--- config.mk ---
export PLATFORM = sky130hd
export DESIGN_NAME = id_ex_stage_flat
export DESIGN_NICKNAME = d
export VERILOG_FILES = /design/src/rtl/id_ex_stage_pkg.sv /design/src/rtl/id_ex_stage_if.sv /design/src/rtl/id_ex_stage_fwd.sv /design/src/rtl/id_ex_stage.sv /design/src/flat_wrapper.sv
export SDC_FILE = /design/constraint.sdc
export NUM_CORES = 1
export LEC_CHECK = 0
export BUFFER_PORTS_ARGS = -buffer_cell sky130_fd_sc_hd__buf_2
export CAP_MARGIN = 20
export CORE_AREA = 2 2 122 124
export CTS_CLUSTER_DIAMETER = 40
export DETAILED_ROUTE_END_ITERATION = 10
export DIE_AREA = 0 0 124 126
export GPL_ROUTABILITY_DRIVEN = 0
export HOLD_SLACK_MARGIN = 0.03
export MAX_ROUTING_LAYER = met4
export PLACE_DENSITY = 0.92
export SYNTH_ARGS = -nofsm -noshare
export SYNTH_HDL_FRONTEND = slang
export SYNTH_SLANG_ARGS = --single-unit
--- constraint.sdc ---
create_clock -name clk -period 4.3 [get_ports clk]
set_input_delay 0.215 -clock clk [delete_from_list [all_inputs] [get_ports clk]]
set_output_delay 0.215 -clock clk [all_outputs]
set_load 0.01 [all_outputs]
--- src/rtl/id_ex_stage_pkg.sv ---
// Shared types for the ID/EX stage: ALU SEL codes, ALUOp codes, funct constants.
// Latency: n/a (types and a pure decode function only).
// Backpressure: n/a.
// Contents: alu_sel_e, alu_op_e, FUNCT_* constants, ctrl_t, decode_sel().
package id_ex_stage_pkg;

    // ALU SEL codes driven straight onto the ALU.
    typedef enum logic [2:0] {
        SEL_ADD = 3'b000,
        SEL_SUB = 3'b001,
        SEL_AND = 3'b010,
        SEL_OR  = 3'b011,
        SEL_XOR = 3'b100,
        SEL_BAD = 3'b110,
        SEL_SLT = 3'b111
    } alu_sel_e;

    // ALUOp from the main decoder.
    typedef enum logic [1:0] {
        ALUOP_ADD   = 2'b00,
        ALUOP_SUB   = 2'b01,
        ALUOP_RTYPE = 2'b10,
        ALUOP_OR    = 2'b11
    } alu_op_e;

    // R-type funct fields understood by the ALU.
    localparam logic [5:0] FUNCT_ADD = 6'b100000;
    localparam logic [5:0] FUNCT_SUB = 6'b100010;
    localparam logic [5:0] FUNCT_AND = 6'b100100;
    localparam logic [5:0] FUNCT_OR  = 6'b100101;
    localparam logic [5:0] FUNCT_XOR = 6'b100110;
    localparam logic [5:0] FUNCT_SLT = 6'b101010;

    // Registered control bundle; all-zero is a bubble.
    typedef struct packed {
        logic     alu_src;
        logic     reg_write;
        logic     mem_read;
        logic     mem_write;
        logic     mem_to_reg;
        logic     illegal;
        alu_sel_e sel;
    } ctrl_t;

    typedef struct packed {
        alu_sel_e sel;
        logic     illegal;
    } sel_dec_t;

    // ALUOp/funct -> SEL. Unknown R-type functs map to SEL_BAD and raise illegal.
    function automatic sel_dec_t decode_sel(input logic [1:0] alu_op, input logic [5:0] funct);
        sel_dec_t d;
        d.sel     = SEL_ADD;
        d.illegal = 1'b0;
        case (alu_op)
            ALUOP_ADD: d.sel = SEL_ADD;
            ALUOP_SUB: d.sel = SEL_SUB;
            ALUOP_OR:  d.sel = SEL_OR;
            default: begin
                case (funct)
                    FUNCT_ADD: d.sel = SEL_ADD;
                    FUNCT_SUB: d.sel = SEL_SUB;
                    FUNCT_AND: d.sel = SEL_AND;
                    FUNCT_OR:  d.sel = SEL_OR;
                    FUNCT_XOR: d.sel = SEL_XOR;
                    FUNCT_SLT: d.sel = SEL_SLT;
                    default: begin
                        d.sel     = SEL_BAD;
                        d.illegal = 1'b1;
                    end
                endcase
            end
        endcase
        return d;
    endfunction

endpackage

--- src/rtl/id_ex_stage_if.sv ---
// Bundle of decode inputs, forwarding taps and EX-side outputs of the ID/EX stage.
// Latency: n/a (wires only).
// Backpressure: stall/flush travel from the hazard logic into the stage.
// Modports: master = decode/pipeline side (drives id_*, exm_*, wb_*, stall, flush);
//           slave  = id_ex_stage (drives alu_*, ex_*, load_use_hazard).
interface id_ex_stage_if #(
    parameter int DW = 32,
    parameter int RW = 5
);
    logic          stall;
    logic          flush;
    logic [DW-1:0] id_rs_data;
    logic [DW-1:0] id_rt_data;
    logic [DW-1:0] id_imm;
    logic [RW-1:0] id_rs;
    logic [RW-1:0] id_rt;
    logic [RW-1:0] id_rd;
    logic [5:0]    id_funct;
    logic [1:0]    id_alu_op;
    logic          id_alu_src;
    logic          id_reg_dst;
    logic          id_reg_write;
    logic          id_mem_read;
    logic          id_mem_write;
    logic          id_mem_to_reg;
    logic          exm_reg_write;
    logic [RW-1:0] exm_rd;
    logic [DW-1:0] exm_result;
    logic          wb_reg_write;
    logic [RW-1:0] wb_rd;
    logic [DW-1:0] wb_result;
    logic [DW-1:0] alu_a;
    logic [DW-1:0] alu_b;
    logic [2:0]    alu_sel;
    logic [DW-1:0] ex_store_data;
    logic [RW-1:0] ex_dst;
    logic          ex_reg_write;
    logic          ex_mem_read;
    logic          ex_mem_write;
    logic          ex_mem_to_reg;
    logic          ex_illegal;
    logic          load_use_hazard;

    modport master (
        output stall, flush,
        output id_rs_data, id_rt_data, id_imm, id_rs, id_rt, id_rd, id_funct,
        output id_alu_op, id_alu_src, id_reg_dst, id_reg_write,
        output id_mem_read, id_mem_write, id_mem_to_reg,
        output exm_reg_write, exm_rd, exm_result, wb_reg_write, wb_rd, wb_result,
        input  alu_a, alu_b, alu_sel, ex_store_data, ex_dst,
        input  ex_reg_write, ex_mem_read, ex_mem_write, ex_mem_to_reg,
        input  ex_illegal, load_use_hazard
    );

    modport slave (
        input  stall, flush,
        input  id_rs_data, id_rt_data, id_imm, id_rs, id_rt, id_rd, id_funct,
        input  id_alu_op, id_alu_src, id_reg_dst, id_reg_write,
        input  id_mem_read, id_mem_write, id_mem_to_reg,
        input  exm_reg_write, exm_rd, exm_result, wb_reg_write, wb_rd, wb_result,
        output alu_a, alu_b, alu_sel, ex_store_data, ex_dst,
        output ex_reg_write, ex_mem_read, ex_mem_write, ex_mem_to_reg,
        output ex_illegal, load_use_hazard
    );
endinterface

--- src/rtl/id_ex_stage_fwd.sv ---
// Operand forwarding mux for one ALU source path (rs or rt).
// Latency: 0 cycles, purely combinational.
// Backpressure: none.
// Ports: src/reg_data = latched register number and value; exm_*/wb_* = later-stage
//        write-back taps; data = forwarded operand.
module id_ex_stage_fwd #(
    parameter int DW = 32,
    parameter int RW = 5
) (
    input  logic [RW-1:0] src,
    input  logic [DW-1:0] reg_data,
    input  logic          exm_reg_write,
    input  logic [RW-1:0] exm_rd,
    input  logic [DW-1:0] exm_result,
    input  logic          wb_reg_write,
    input  logic [RW-1:0] wb_rd,
    input  logic [DW-1:0] wb_result,
    output logic [DW-1:0] data
);
    logic hit_exm;
    logic hit_wb;

    // $zero is hardwired, so a pending write to it must never be forwarded.
    assign hit_exm = exm_reg_write && (exm_rd != '0) && (exm_rd == src);
    assign hit_wb  = wb_reg_write  && (wb_rd  != '0) && (wb_rd  == src);

    // EX/MEM holds the younger result, so it takes priority over MEM/WB.
    always_comb begin
        data = reg_data;
        if (hit_exm) begin
            data = exm_result;
        end else if (hit_wb) begin
            data = wb_result;
        end
    end
endmodule

--- src/rtl/id_ex_stage.sv ---
// ID/EX pipeline register with ALU SEL decode, operand forwarding and load-use detection.
// Latency: 1 cycle from ID inputs to outputs; forwarding is combinational on latched state.
// Backpressure: stall holds all registers, flush (or rst) loads a bubble; flush beats stall.
// Ports: clk, rst (sync, active-high); bus = id_ex_stage_if.slave carrying ID inputs,
//        EX/MEM and MEM/WB forwarding taps, and the ALU/EX outputs.
module id_ex_stage
    import id_ex_stage_pkg::*;
#(
    parameter int DW = 32,
    parameter int RW = 5
) (
    input logic          clk,
    input logic          rst,
    id_ex_stage_if.slave bus
);
    ctrl_t         ctrl_q;
    logic [DW-1:0] rs_data_q;
    logic [DW-1:0] rt_data_q;
    logic [DW-1:0] imm_q;
    logic [RW-1:0] rs_q;
    logic [RW-1:0] rt_q;
    logic [RW-1:0] dst_q;

    sel_dec_t      dec;
    ctrl_t         ctrl_d;
    logic [DW-1:0] fwd_a;
    logic [DW-1:0] fwd_b;

    // SEL and destination are resolved in ID so EX sees settled values at the edge.
    always_comb begin
        dec               = decode_sel(bus.id_alu_op, bus.id_funct);
        ctrl_d            = '0;
        ctrl_d.alu_src    = bus.id_alu_src;
        ctrl_d.reg_write  = bus.id_reg_write;
        ctrl_d.mem_read   = bus.id_mem_read;
        ctrl_d.mem_write  = bus.id_mem_write;
        ctrl_d.mem_to_reg = bus.id_mem_to_reg;
        ctrl_d.illegal    = dec.illegal;
        ctrl_d.sel        = dec.sel;
    end

    always_ff @(posedge clk) begin
        if (rst || bus.flush) begin
            ctrl_q    <= '0;
            rs_data_q <= '0;
            rt_data_q <= '0;
            imm_q     <= '0;
            rs_q      <= '0;
            rt_q      <= '0;
            dst_q     <= '0;
        end else if (!bus.stall) begin
            ctrl_q    <= ctrl_d;
            rs_data_q <= bus.id_rs_data;
            rt_data_q <= bus.id_rt_data;
            imm_q     <= bus.id_imm;
            rs_q      <= bus.id_rs;
            rt_q      <= bus.id_rt;
            dst_q     <= bus.id_reg_dst ? bus.id_rd : bus.id_rt;
        end
    end

    id_ex_stage_fwd #(.DW(DW), .RW(RW)) u_fwd_rs (
        .src           (rs_q),
        .reg_data      (rs_data_q),
        .exm_reg_write (bus.exm_reg_write),
        .exm_rd        (bus.exm_rd),
        .exm_result    (bus.exm_result),
        .wb_reg_write  (bus.wb_reg_write),
        .wb_rd         (bus.wb_rd),
        .wb_result     (bus.wb_result),
        .data          (fwd_a)
    );

    id_ex_stage_fwd #(.DW(DW), .RW(RW)) u_fwd_rt (
        .src           (rt_q),
        .reg_data      (rt_data_q),
        .exm_reg_write (bus.exm_reg_write),
        .exm_rd        (bus.exm_rd),
        .exm_result    (bus.exm_result),
        .wb_reg_write  (bus.wb_reg_write),
        .wb_rd         (bus.wb_rd),
        .wb_result     (bus.wb_result),
        .data          (fwd_b)
    );

    assign bus.alu_a         = fwd_a;
    assign bus.alu_b         = ctrl_q.alu_src ? imm_q : fwd_b;
    assign bus.alu_sel       = ctrl_q.sel;
    // Stores always need the register value, even when B carries the offset.
    assign bus.ex_store_data = fwd_b;
    assign bus.ex_dst        = dst_q;
    assign bus.ex_reg_write  = ctrl_q.reg_write;
    assign bus.ex_mem_read   = ctrl_q.mem_read;
    assign bus.ex_mem_write  = ctrl_q.mem_write;
    assign bus.ex_mem_to_reg = ctrl_q.mem_to_reg;
    assign bus.ex_illegal    = ctrl_q.illegal;

    // A load in EX cannot forward in time to the instruction currently in ID.
    assign bus.load_use_hazard = ctrl_q.mem_read && (dst_q != '0) &&
                                 ((dst_q == bus.id_rs) || (dst_q == bus.id_rt));
endmodule
--- src/flat_wrapper.sv ---
// flat-port wrapper written by rule: the top's interface ports become plain ports
module id_ex_stage_flat import id_ex_stage_pkg::*;
#(
    parameter int DW = 32,
    parameter int RW = 5
)
  (clk, rst, bus_stall, bus_flush, bus_id_rs_data, bus_id_rt_data, bus_id_imm, bus_id_rs, bus_id_rt, bus_id_rd, bus_id_funct, bus_id_alu_op, bus_id_alu_src, bus_id_reg_dst, bus_id_reg_write, bus_id_mem_read, bus_id_mem_write, bus_id_mem_to_reg, bus_exm_reg_write, bus_exm_rd, bus_exm_result, bus_wb_reg_write, bus_wb_rd, bus_wb_result, bus_alu_a, bus_alu_b, bus_alu_sel, bus_ex_store_data, bus_ex_dst, bus_ex_reg_write, bus_ex_mem_read, bus_ex_mem_write, bus_ex_mem_to_reg, bus_ex_illegal, bus_load_use_hazard);
  id_ex_stage_if #(.DW(DW), .RW(RW)) bus_i ();
  input logic clk;
  input logic rst;
  input wire logic [$bits(bus_i.stall)-1:0] bus_stall;
  input wire logic [$bits(bus_i.flush)-1:0] bus_flush;
  input wire logic [$bits(bus_i.id_rs_data)-1:0] bus_id_rs_data;
  input wire logic [$bits(bus_i.id_rt_data)-1:0] bus_id_rt_data;
  input wire logic [$bits(bus_i.id_imm)-1:0] bus_id_imm;
  input wire logic [$bits(bus_i.id_rs)-1:0] bus_id_rs;
  input wire logic [$bits(bus_i.id_rt)-1:0] bus_id_rt;
  input wire logic [$bits(bus_i.id_rd)-1:0] bus_id_rd;
  input wire logic [$bits(bus_i.id_funct)-1:0] bus_id_funct;
  input wire logic [$bits(bus_i.id_alu_op)-1:0] bus_id_alu_op;
  input wire logic [$bits(bus_i.id_alu_src)-1:0] bus_id_alu_src;
  input wire logic [$bits(bus_i.id_reg_dst)-1:0] bus_id_reg_dst;
  input wire logic [$bits(bus_i.id_reg_write)-1:0] bus_id_reg_write;
  input wire logic [$bits(bus_i.id_mem_read)-1:0] bus_id_mem_read;
  input wire logic [$bits(bus_i.id_mem_write)-1:0] bus_id_mem_write;
  input wire logic [$bits(bus_i.id_mem_to_reg)-1:0] bus_id_mem_to_reg;
  input wire logic [$bits(bus_i.exm_reg_write)-1:0] bus_exm_reg_write;
  input wire logic [$bits(bus_i.exm_rd)-1:0] bus_exm_rd;
  input wire logic [$bits(bus_i.exm_result)-1:0] bus_exm_result;
  input wire logic [$bits(bus_i.wb_reg_write)-1:0] bus_wb_reg_write;
  input wire logic [$bits(bus_i.wb_rd)-1:0] bus_wb_rd;
  input wire logic [$bits(bus_i.wb_result)-1:0] bus_wb_result;
  output wire logic [$bits(bus_i.alu_a)-1:0] bus_alu_a;
  output wire logic [$bits(bus_i.alu_b)-1:0] bus_alu_b;
  output wire logic [$bits(bus_i.alu_sel)-1:0] bus_alu_sel;
  output wire logic [$bits(bus_i.ex_store_data)-1:0] bus_ex_store_data;
  output wire logic [$bits(bus_i.ex_dst)-1:0] bus_ex_dst;
  output wire logic [$bits(bus_i.ex_reg_write)-1:0] bus_ex_reg_write;
  output wire logic [$bits(bus_i.ex_mem_read)-1:0] bus_ex_mem_read;
  output wire logic [$bits(bus_i.ex_mem_write)-1:0] bus_ex_mem_write;
  output wire logic [$bits(bus_i.ex_mem_to_reg)-1:0] bus_ex_mem_to_reg;
  output wire logic [$bits(bus_i.ex_illegal)-1:0] bus_ex_illegal;
  output wire logic [$bits(bus_i.load_use_hazard)-1:0] bus_load_use_hazard;
  assign bus_i.stall = bus_stall;
  assign bus_i.flush = bus_flush;
  assign bus_i.id_rs_data = bus_id_rs_data;
  assign bus_i.id_rt_data = bus_id_rt_data;
  assign bus_i.id_imm = bus_id_imm;
  assign bus_i.id_rs = bus_id_rs;
  assign bus_i.id_rt = bus_id_rt;
  assign bus_i.id_rd = bus_id_rd;
  assign bus_i.id_funct = bus_id_funct;
  assign bus_i.id_alu_op = bus_id_alu_op;
  assign bus_i.id_alu_src = bus_id_alu_src;
  assign bus_i.id_reg_dst = bus_id_reg_dst;
  assign bus_i.id_reg_write = bus_id_reg_write;
  assign bus_i.id_mem_read = bus_id_mem_read;
  assign bus_i.id_mem_write = bus_id_mem_write;
  assign bus_i.id_mem_to_reg = bus_id_mem_to_reg;
  assign bus_i.exm_reg_write = bus_exm_reg_write;
  assign bus_i.exm_rd = bus_exm_rd;
  assign bus_i.exm_result = bus_exm_result;
  assign bus_i.wb_reg_write = bus_wb_reg_write;
  assign bus_i.wb_rd = bus_wb_rd;
  assign bus_i.wb_result = bus_wb_result;
  assign bus_alu_a = bus_i.alu_a;
  assign bus_alu_b = bus_i.alu_b;
  assign bus_alu_sel = bus_i.alu_sel;
  assign bus_ex_store_data = bus_i.ex_store_data;
  assign bus_ex_dst = bus_i.ex_dst;
  assign bus_ex_reg_write = bus_i.ex_reg_write;
  assign bus_ex_mem_read = bus_i.ex_mem_read;
  assign bus_ex_mem_write = bus_i.ex_mem_write;
  assign bus_ex_mem_to_reg = bus_i.ex_mem_to_reg;
  assign bus_ex_illegal = bus_i.ex_illegal;
  assign bus_load_use_hazard = bus_i.load_use_hazard;
  id_ex_stage #(.DW(DW), .RW(RW)) u_core (.clk(clk), .rst(rst), .bus(bus_i));
endmodule
==> metrics.cfg, run 1 <==
[outcome]
status=finished, final reports clean

[die]
fp.dieH_um=126
dieArea_mm2=0.0156
rows=44
initial_core_util=0.468
die_w_um=124
core_area_mm2=0.0143
io_pins=315

[yosys]
synthArstFlopShare=0
synthCells=792
ys_seq_elements=120
yosysWarnings=0
syn-num-nets=997
synth-edff-count=0
yosys.area.top_type_share=0.358
synth_top_area_cell=dfxtp_1
ys.flop_type=dfxtp_1
syn_area_per_cell_um2=8.46
ys_types=32
synth.area.top_cells=dfxtp_1 36%, mux2i_1 27%, nor2_1 9.0%
synth-seq-area-share=0.358
syn_area_mm2=0.00670

[job]
drv_cap=0

[worst_setup_path]
crit_arrival_ps=3070
worstSetupStartpoint=u_core.rs_q[4]
r2r-start=u_core.ctrl_q[8]
rrSetupSlack_ps=3010
reg2reg_to=u_core.ctrl_q[8]
reg2reg_depth=3
critPathMaxFanout=18
worstSetupPathType=flip-flop to output pin
endpoint_kind=output pin
cp.required_ps=4090
start_kind=flip-flop

[place]
dpl.hpwl_um=15100
port_buffers=314
place_area_mm2=0.00824

[clock_tree]
cts_tree=yes
worstSkewPairLatency_ps=400
clk_pin_slew_ps=60
clockBufferDepth=2
ctsResizeCount=0
clock_sinks=120
clockRootBuffer=clkbuf_16
cts_buffers=17
post_cts_buffers=0
htree_levels=4

[final_layout]
final_area_mm2=0.00907
final_cell_mix=313 x buf_2, 180 x mux2i_1, 160 x nor2_1
utilization=0.633
regArea_mm2=0.00240
final_common_cell=buf_2
num-fill-cells=1178
layout-drive-gt1-share=0.326
reg_top3=u_core.imm_q x32, u_core.rs_data_q x32, u_core.rt_data_q x32
fin_nets=1290
area_growth_pct=35.3
multi_input_area_mm2=0.00385

[grt]
first_global_vias=6813
grt_pass1_wl_um=32700
antenna_found_initial=1
grt_remaining_overflow=0
grt_usage=0.274
grt_max_degree=77

[sta]
fin_crit_sh=0.765
drv_slew=0
worst_clock_skew_ps=0
worstMarginPinSlew_ps=850
hold_viol=0
finalSetupTns_ps=0
max_freq_mhz=304
hold_slack_ps=46.8
min_period_ps=3290
relSlewSlack=0.433
finalSetupViolations=0
rsz0062_at_grt=no

[worst_hold_path]
hold_end=u_core.rt_data_q[4]
hold_path.startpoint=bus_id_rt_data[4]
whs_path_depth=3
hp-class=input pin to flip-flop

[route]
wl_per_cell_um=16.8
routed-wl-met2_um=10900
drt_iter0_markers=432
highest_layer=met4
firstDrtPassIters=4
drc=0
num_vias=7030
drt-met1-wl_um=8230
drt-total-wl_um=21600
viasPerCell=5.48
met3_length_um=1690
ant_nets=0

[power_and_ir_drop]
power_density_mw_per_mm2=341
ir_worst_vdd_mv=0.197
finalPower_mw=3.09
power.leakage_nw=4.27

==> area by class of cell <==
class | count | share of cell area
antenna | 1 | 0.000276
clock inverter | 11 | 0.0163
multi-input combinational | 573 | 0.424
sequential | 120 | 0.265
tap | 184 | 0.0254
inverter | 33 | 0.0137
clock buffer | 21 | 0.0497
timing repair buffer | 340 | 0.205
==> what timing repair did <==
item	CTS	global route
hold endpoints to repair	18	0
setup endpoints to repair	0	0
hold buffers	18	0
==> where the power goes <==
group	total (mW)	leakage, nW	switching [mW]	internal [mW]
Clock	1.43	0.280	0.503	0.927
Sequential	1.17	0.978	0.0245	1.15
Combinational	0.484	3.01	0.255	0.229
==> cell families after synthesis <==
kind of cell,count (synthesis),share of synthesized area
XOR/XNOR,30,0.0392
multiplexers,180,0.269
AO/OA/AOI/OAI,116,0.108
AND/OR/NAND/NOR,247,0.154
flip-flops,120,0.358
buffers and inverters,99,0.0719
==> synthesized netlist by cell type, types with 2 or more instances <==
cell        n
a211oi_1    2
a21oi_1    41
a221oi_1   32
and4_1      2
buf_1      15
buf_12      3
buf_2      10
buf_4       3
buf_6       5
clkbuf_1   30
dfxtp_1   120
inv_1      33
mux2i_1   180
nand2_1    32
nand2b_1    2
nand3_1     2
nor2_1    160
nor2b_1     3
nor3_1     38
nor3b_1     2
o21a_1      2
o21ai_0    35
or4_1       3
xnor2_1    10
xor2_1     20
==> layer usage <==
| layer | up-vias | global-route usage |
|---|---|---|
| li1 | 3330 | - |
| met1 | 3297 | 0.293 |
| met2 | 339 | 0.472 |
| met3 | 64 | 0.0634 |
| met4 | 0 | 0.134 |
| met5 | - | - |
==> how the worst max path moves through the flow <==
| stage | to | slack, ps | depth (start not counted) |
|---|---|---|---|
| 2_1_floorplan | bus_alu_b[10] | 2230 | 7 |
| 3_3_place_gp | bus_alu_b[0] | 1530 | 8 |
| 3_5_place_dp | bus_alu_b[0] | 1440 | 8 |
| 4_1_cts | bus_alu_b[1] | 1060 | 6 |
| 5_1_grt | bus_alu_b[0] | 940 | 7 |
| 6_report | bus_alu_a[23] | 1010 | 7 |
==> through the flow <==
stage,setup WS [ps],cells
2_1_floorplan,2230,792
3_3_place_gp,1530,1230
3_5_place_dp,1440,1230
4_1_cts,1060,1280
5_1_grt,940,1283
6_report,1010,1283
==> worst max-delay path, stage by stage (launching register included) <==
cell and delay (ps):
dfxtp_1 350, xor2_1 180, nor3_1 220, and4_2 760, buf_4 420, mux2i_1 120
o21ai_0 390, buf_2 220
Note: power is estimated with default switching activity, not from simulation.
==> inputs of run 2 (changes only) <==
CORE_AREA = not set   (was 2 2 122 124)
CORE_UTILIZATION = 43   (was not set)
DIE_AREA = not set   (was 0 0 124 126)
PLACE_DENSITY = 0.89   (was 0.92)
clock period = 2.85 ns   (was 4.3 ns; I/O delays follow)
==> run 2 against run 1 <==
Worst hold slack gained 1.4 ps. Die area grew 3.0%. Sequential share of layout area shrank 2.7 points. Total power grew 57%. Combinational power grew 77%. Cell count grew 7.9%. Non-clock buffer count grew 98. Global-route usage grew 4.1 points. Largest cell class unchanged. Largest power group unchanged. Highest routed layer unchanged.
==> metrics.cfg, run 2 (same netlist as run 1, synthesis figures left out) <==
[power_and_ir_drop]
power_density_mw_per_mm2=479
power.leakage_nw=4.70
ir_worst_vdd_mv=0.395
finalPower_mw=4.83

[worst_setup_path]
crit_arrival_ps=2590
endpoint_kind=output pin
start_kind=flip-flop
critPathMaxFanout=24
cp.required_ps=2710
worstSetupPathType=flip-flop to output pin

[sta]
hold_viol=0
finalSetupViolations=0
max_freq_mhz=367
relSlewSlack=0.527
min_period_ps=2730
worst_clock_skew_ps=0
rsz0062_at_grt=no
drv_slew=0
worstMarginPinSlew_ps=710
fin_crit_sh=0.957
hold_slack_ps=48.2
finalSetupTns_ps=0

[clock_tree]
htree_levels=4
clk_pin_slew_ps=60
post_cts_buffers=0
cts_tree=yes
clockBufferDepth=2
clock_sinks=120
worstSkewPairLatency_ps=410
cts_buffers=17
clockRootBuffer=clkbuf_16

[job]
drv_cap=0

[die]
io_pins=315
fp.dieH_um=127
die_w_um=127
core_area_mm2=0.0152
dieArea_mm2=0.0161
initial_core_util=0.441
rows=45

[grt]
antenna_found_initial=0
grt_usage=0.315
met1_usage=0.319
met2_usage=0.536
grt_max_degree=61
grt_pass1_wl_um=38300
first_global_vias=7654
met3_usage=0.0662
grt_remaining_overflow=0
grt_busiest_layer=met2

[final_layout]
layout-drive-gt1-share=0.309
fin_nets=1388
diodes=0
num-fill-cells=1118
reg_top3=u_core.imm_q x32, u_core.rs_data_q x32, u_core.rt_data_q x32
final_cell_mix=313 x buf_2, 180 x mux2i_1, 160 x nor2_1
final_common_cell=buf_2
area_growth_pct=50.5

[route]
viasPerCell=5.53
drc=0
num_vias=7647
ant_nets=0
drt_iter0_markers=462
drt-total-wl_um=24800
wl_per_cell_um=17.9
firstDrtPassIters=5

[outcome]
status=finished, final reports clean

[place]
port_buffers=314
dpl.hpwl_um=15700

[worst_hold_path]
hp-class=input pin to flip-flop

-- run 2: cell count changes in the layout (fill, tap and decap cells not counted), sizes merged --
cell / before / now
buf: 322 / 329
diode: 1 / 0
dlygate4sd3: 18 / 109
clkbuf: 21 / 18
clkinv: 3 / 5
inv: 34 / 35
-- run 2: layout make-up --
class | count | area [um^2] | share of cell area
clock buffers | 18 | 439 | 0.0435
inverters | 33 | 124 | 0.0123
repair buffers | 438 | 2860 | 0.283
clock inverters | 14 | 174 | 0.0172
flip-flops and latches | 120 | 2400 | 0.238
well taps | 188 | 235 | 0.0233
multi-input cells | 573 | 3850 | 0.382
-- run 2: critical path, stage by stage (launching register included) --
cell and delay (ps):
dfxtp_1 350, xor2_1 170, nor3_1 230, and4_4 420
buf_12 260, mux2i_1 150, a221oi_1 380, buf_2 200
-- run 2: final timing paths --
kind                                           start              endpoint  slack (ps)  cells past startpoint
worst min-delay path                    bus_id_rs[0]        u_core.rs_q[0]          50                      3
worst max-delay path                  u_core.rt_q[3]         bus_alu_b[25]         120                      7
worst max register to register        u_core.rs_q[2]        u_core.rs_q[2]        2100                      2
worst min register to register  u_core.rs_data_q[26]  u_core.rs_data_q[26]         490                      2
-- run 2: timing repair --
action,4_1_cts,5_1_grt
endpoints found under the hold margin,109,0
gates resized for setup,0,3
hold buffers,109,0
endpoints found under the setup margin,0,21
-- run 2: per-layer routing --
layer | wire (um) | vias to the layer above
met2 | 12300 | 479
met3 | 1770 | 134
met1 | 9220 | 3509
li1 | - | 3525
met5 | 0 | -
met4 | 1540 | 0
-- run 2: power breakdown --
group / internal [mW] / total (mW) / switching (mW)
Combinational: 0.432 / 0.855 / 0.423
Clock: 1.40 / 2.20 / 0.802
Sequential: 1.73 / 1.77 / 0.0400
Total: 3.57 / 4.83 / 1.26
-- run 2: metrics by stage --
stage          worst slack (ps)  area (um^2)   util  std cells
3_5_place_dp                484         8370  0.551       1243
4_1_cts                    86.8        10100  0.663       1384
2_1_floorplan               928         6700      -        792
3_3_place_gp                139         8350  0.550       1242
6_report                    122        10100  0.663       1384
5_1_grt                    39.1        10100  0.663       1384
